### src/rtl/arb4_pkg.sv
// Shared types and constants for the 4-way round-robin arbiter.
package arb4_pkg;

  localparam int unsigned N_REQ        = 4;
  localparam int unsigned SEL_W        = 2;
  localparam int unsigned CNT_W        = 8;
  localparam int unsigned MAX_HOLD_DEF = 8;

  typedef enum logic [1:0] {
    IDLE = 2'd0,
    BUSY = 2'd1,
    GAP  = 2'd2
  } state_e;

endpackage

### src/rtl/rr_pick4.sv
// Combinational round-robin winner search: first requester after ptr, wrapping back to ptr.
module rr_pick4
  import arb4_pkg::*;
(
  input  logic [N_REQ-1:0] req,
  input  logic [SEL_W-1:0] ptr,
  output logic [SEL_W-1:0] idx,
  output logic             found
);

  logic [SEL_W-1:0] cand;

  // Walk from the farthest candidate back to ptr+1 so the nearest hit wins.
  always_comb begin
    idx   = '0;
    found = 1'b0;
    cand  = '0;
    for (int unsigned k = N_REQ; k >= 1; k--) begin
      cand = ptr + SEL_W'(k);
      if (req[cand]) begin
        idx   = cand;
        found = 1'b1;
      end
    end
  end

endmodule

### src/rtl/arb4_rr_ctrl.sv
// Round-robin arbiter for a shared 4:1 mux path with bounded hold time and a one-cycle gap
// between owners. gnt, sel and busy are all registered.
module arb4_rr_ctrl
  import arb4_pkg::*;
#(
  parameter int unsigned MAX_HOLD = MAX_HOLD_DEF
) (
  input  logic             clk,
  input  logic             rst_n,
  input  logic [N_REQ-1:0] req,
  output logic [N_REQ-1:0] gnt,
  output logic [SEL_W-1:0] sel,
  output logic             busy
);

  localparam logic [CNT_W-1:0] HoldLast = CNT_W'(MAX_HOLD - 1);

  state_e           state_q, state_d;
  logic [N_REQ-1:0] gnt_q, gnt_d;
  logic [SEL_W-1:0] sel_q, sel_d;
  logic [SEL_W-1:0] ptr_q, ptr_d;
  logic [CNT_W-1:0] cnt_q, cnt_d;
  logic             busy_q, busy_d;

  logic [SEL_W-1:0] pick_idx;
  logic             pick_found;

  rr_pick4 u_pick (
    .req   (req),
    .ptr   (ptr_q),
    .idx   (pick_idx),
    .found (pick_found)
  );

  always_comb begin
    state_d = state_q;
    gnt_d   = gnt_q;
    sel_d   = sel_q;
    ptr_d   = ptr_q;
    cnt_d   = cnt_q;
    busy_d  = busy_q;
    unique case (state_q)
      // GAP arbitrates exactly like IDLE; it only exists to force one dead cycle.
      IDLE, GAP: begin
        gnt_d   = '0;
        busy_d  = 1'b0;
        state_d = IDLE;
        if (pick_found) begin
          gnt_d[pick_idx] = 1'b1;
          sel_d           = pick_idx;
          busy_d          = 1'b1;
          cnt_d           = '0;
          state_d         = BUSY;
        end
      end
      BUSY: begin
        cnt_d = cnt_q + CNT_W'(1);
        // Owner drop and hold expiry share one release path, so coincidence releases once.
        if (!req[sel_q] || (cnt_q == HoldLast)) begin
          gnt_d   = '0;
          busy_d  = 1'b0;
          ptr_d   = sel_q;
          state_d = GAP;
        end
      end
      default: begin
        gnt_d   = '0;
        busy_d  = 1'b0;
        state_d = IDLE;
      end
    endcase
  end

  always_ff @(posedge clk or negedge rst_n) begin
    if (!rst_n) begin
      state_q <= IDLE;
      gnt_q   <= '0;
      sel_q   <= '0;
      ptr_q   <= '1;
      cnt_q   <= '0;
      busy_q  <= 1'b0;
    end else begin
      state_q <= state_d;
      gnt_q   <= gnt_d;
      sel_q   <= sel_d;
      ptr_q   <= ptr_d;
      cnt_q   <= cnt_d;
      busy_q  <= busy_d;
    end
  end

  assign gnt  = gnt_q;
  assign sel  = sel_q;
  assign busy = busy_q;

endmodule

### config.mk
export PLATFORM = sky130hd
export DESIGN_NAME = arb4_rr_ctrl
export DESIGN_NICKNAME = d
export VERILOG_FILES = /design/src/rtl/arb4_pkg.sv /design/src/rtl/rr_pick4.sv /design/src/rtl/arb4_rr_ctrl.sv
export SDC_FILE = /design/constraint.sdc
export NUM_CORES = 1
export LEC_CHECK = 0
export BUFFER_PORTS_ARGS = -buffer_cell sky130_fd_sc_hd__buf_4
export CAP_MARGIN = 10
export CORE_MARGIN = 3
export CORE_UTILIZATION = 52
export CTS_BUF_LIST = sky130_fd_sc_hd__clkbuf_2
export CTS_CLUSTER_SIZE = 20
export DETAILED_ROUTE_END_ITERATION = 8
export PLACE_DENSITY = 0.76
export SLEW_MARGIN = 10
export SYNTH_ARGS = -nofsm -noshare
export SYNTH_HDL_FRONTEND = slang
export SYNTH_HIERARCHICAL = 1
export SYNTH_SLANG_ARGS = --single-unit
### constraint.sdc
create_clock -name clk -period 1.6 [get_ports clk]
set_input_delay 0.08 -clock clk [delete_from_list [all_inputs] [get_ports clk]]
set_output_delay 0.08 -clock clk [all_outputs]
set_load 0.1 [all_outputs]
==> reports/qor_table.md <==
| Group | Metric | Reported |
| --- | --- | --- |
| floorplan | Starting density of the core | 0.573 |
| timing | Final worst path period need | 1650 ps |
| floorplan | Core Rows | 14 |
| critical path | Worst flop-to-flop path startpoint | cnt_q[3]$_DFFE_PN0P_ |
| clock network | Maximum clock path buffer count | 2 |
| placed design | Placed cell areas | 1060 µm² |
| critical path | Launch point of the worst path | cnt_q[3]$_DFFE_PN0P_ |
| layout | Synthesis-to-layout area growth | 22.3% |
| hold path | Min-delay worst type | input port to asynchronous set/reset pin |
| timing | Number of endpoints with negative hold slack in the final report | 0 |
| synthesis | Fraction of post-synthesis cell area in the top cell type by area | 0.443 |
| synthesis | Largest area contributor in the netlist | dfrtp_1 |
| route | Wire length reported by the detailed router | 1800 µm |
| timing | Max-slew violation count | 0 |
| timing | Hold WS | 157 ps |
| placed design | DP Wirelength | 1380 µm |
| synthesis | Fraction of synthesis flops using an asynchronous set or reset pin | 1.00 |
| route | Detail-routed net length per standard cell | 14.2 µm |
| layout | Net count, final | 119 |
| grt | Global-route usage over all layers | 0.178 |
| critical path | Top fanout value on the critical path | 3 |
| job | Number of maximum-capacitance violations | 0 |
| route | Number of antenna-violating nets in the routed design | 0 |
| timing | Achievable frequency | 605 MHz |
| grt | Initial antenna violation count | 0 |
| synthesis | Net count of the mapped netlist | 95 |
| clock network | Number of buffers created by CTS | 3 |
| clock network | Worst-path clk slew | 170 ps |
| grt | Vias in the first global route | 602 |
| clock network | Later-pin clock latency in the skew report | 290 ps |
| synthesis | Sequential share of the synthesized area | 0.501 |
| outcome | Status | finished, violations left |
| synthesis | Yosys synthesis warning count | 6 |
| grt | Global-route wire length before repair | 2770 µm |
| timing | Rel. slew slack | 0.701 |
| route | Number of remaining DRC errors | 0 |
| floorplan | Core area | 1580 µm² |
| layout | Multi-input gate area in the final layout | 443 µm² |
| clock network | Count of clock tree sinks | 18 |
| timing | Worst clock skew | 4.72 ps |
| floorplan | Top-level port count | 13 |
| layout | Antenna fix cells | 0 |
| layout | Sequential Area | 459 µm² |
| critical path | Startpoint type of the worst setup path | flop |
| clock network | CTS Root Buffer Type | clkbuf_2 |
| critical path | Critical Path AT | 1900 ps |
| critical path | CP Class | flop to flop |
| synthesis | Synth cell types | 30 |
| floorplan | Die Width | 47.7 µm |
| timing | Slew at the pin closest to its max-slew limit | 449 ps |
| synthesis | Synthesized instance count | 88 |
| floorplan | Full die area | 2270 µm² |
| route | Number of vias per cell after detailed routing | 5.54 |
| synthesis | Cell area after synthesis | 903 µm² |
| timing | PnR worst setup slack | -51.7 ps |
| route | Pre-Repair DR Iteration Count | 4 |
| floorplan | Overall die height | 47.7 µm |
| layout | Share of post-route cells with drive strength above 1 | 0.315 |
| critical path | Number of cells on the worst reg-to-reg path | 4 |
| synthesis | Synth Register Bits | 18 |
| timing | Final count of negative-setup-slack endpoints | 4 |
| route | Drt initial violations | 15 |
| timing | Summed negative setup slack over all endpoints | -162 ps |
| route | Via total after detailed routing | 703 |
| timing | Final worst-path cycle share | 1.03 |
| critical path | Type of element capturing the critical path | flop |
| synthesis | Most area-consuming cells after synthesis | dfrtp_1, nand2_1, dfstp_2, mux2i_1, nand2b_1 |
| synthesis | Number of synthesized flops with an enable pin | 0 |
| placed design | Count of buffers from port buffering | 12 |
| timing | Unrepaired setup endpoints after global routing | yes |
| synthesis | Mean cell area of the mapped netlist | 10.3 µm² |
| placed design | Final RePlAce weighted congestion | 0.870 |
| clock network | Maximum level of the CTS H-tree | 1 |
| grt | GRT overflow | 0 |
| outcome | Failing checks | setup timing |
| critical path | CP required | 1850 ps |
| layout | Final core occ | 0.701 |
| layout | Layout fillers | 117 |
| grt | Largest net degree at the start of global routing | 19 |
| clock network | CTS tree | built |
| synthesis | Leading register cell type out of synthesis | dfrtp_1 |
| layout | Cell area after layout | 1100 µm² |
-- area by class of cell --
class                   count  share of cell area
inverters                   3              0.0102
clock buffers               3              0.0136
repair buffers             20               0.138
flip-flops and latches     18               0.416
multi-input cells          66               0.401
clock inverters             1             0.00340
well taps                  16              0.0181
-- cells in the mapped netlist, types with 2 or more instances --
library cell,n
dfrtp_1,16
nand2_1,15
nor2_1,7
nand2b_1,5
nand3_1,5
o21ai_0,5
mux2i_1,4
a21oi_1,3
inv_1,3
a22o_1,2
dfstp_2,2
mux2_1,2
nor2b_1,2
-- what timing repair did --
action,CTS,global route
hold endpoints to repair,18,0
setup buffers,0,1
gates resized for setup,2,0
setup endpoints to repair,4,5
hold buffers,1,0
pin swaps,0,0
-- through the flow --
stage | cells | setup WS, ps
after floorplan | 88 | -157
after global placement | 121 | -11.9
after detailed placement | 121 | -52.7
after CTS | 126 | -54.0
after global routing | 127 | -90.1
final | 127 | -51.7
-- registers in the layout (all words and copies together), names as in the netlist --
signal   flops
cnt_q        8
gnt          4
ptr_q        2
sel          2
state_q      2
-- critical path, stage by stage, from the launching register on --
cell and delay [ps]:
dfrtp_1 410, or4_4 550, o31ai_4 230, nand2_2 120, mux2_4 310
-- metal layers --
metal | track usage | part of all wire
met1 | 0.276 | 0.49
met2 | 0.245 | 0.46
met5 | 0 | 0
met4 | 0.0806 | 0.0072
met3 | 0.0226 | 0.039
-- final timing paths --
| check | end | slack, ps |
|---|---|---|
| worst max register to register | ptr_q[0]$_DFFE_PN1P_ | -50 |
| worst min-delay path | state_q[0]$_DFFE_PN0P_ | 160 |
| max in group asynchronous | ptr_q[0]$_DFFE_PN1P_ | 1190 |
| worst min register to register | cnt_q[7]$_DFFE_PN0P_ | 500 |
| min in group clk | sel[0]$_DFFE_PN0P_ | 200 |
| worst max-delay path | ptr_q[0]$_DFFE_PN1P_ | -50 |
-- cells by family (layout without fill, tap and decap cells) --
family,count (synthesis),after routing,share of synthesized area
xor gates and xnor gates,1,1,0.00970
adders and majority gates,1,1,0.0138
muxes,7,7,0.0942
buffers and inverters,4,27,0.0166
AOI/OAI and AO/OA,18,18,0.157
and+or+nand+nor,39,39,0.208
DFF,18,18,0.501
-- cell usage in the layout (no fill, tap or decap), types with 2 or more instances in the layout --
cell	count
a21oi_1	3
a22o_1	2
buf_4	19
clkbuf_2	3
dfrtp_1	13
dfrtp_2	2
dfstp_2	2
inv_1	3
mux2_4	2
mux2i_1	4
nand2_1	15
nand2b_1	5
nand3_1	5
nor2_1	7
nor2b_1	2
o21ai_0	5
Power is left out: the tool's default activity adds up to more than one toggle a clock period on the data nets, which glitch-free logic cannot reach.
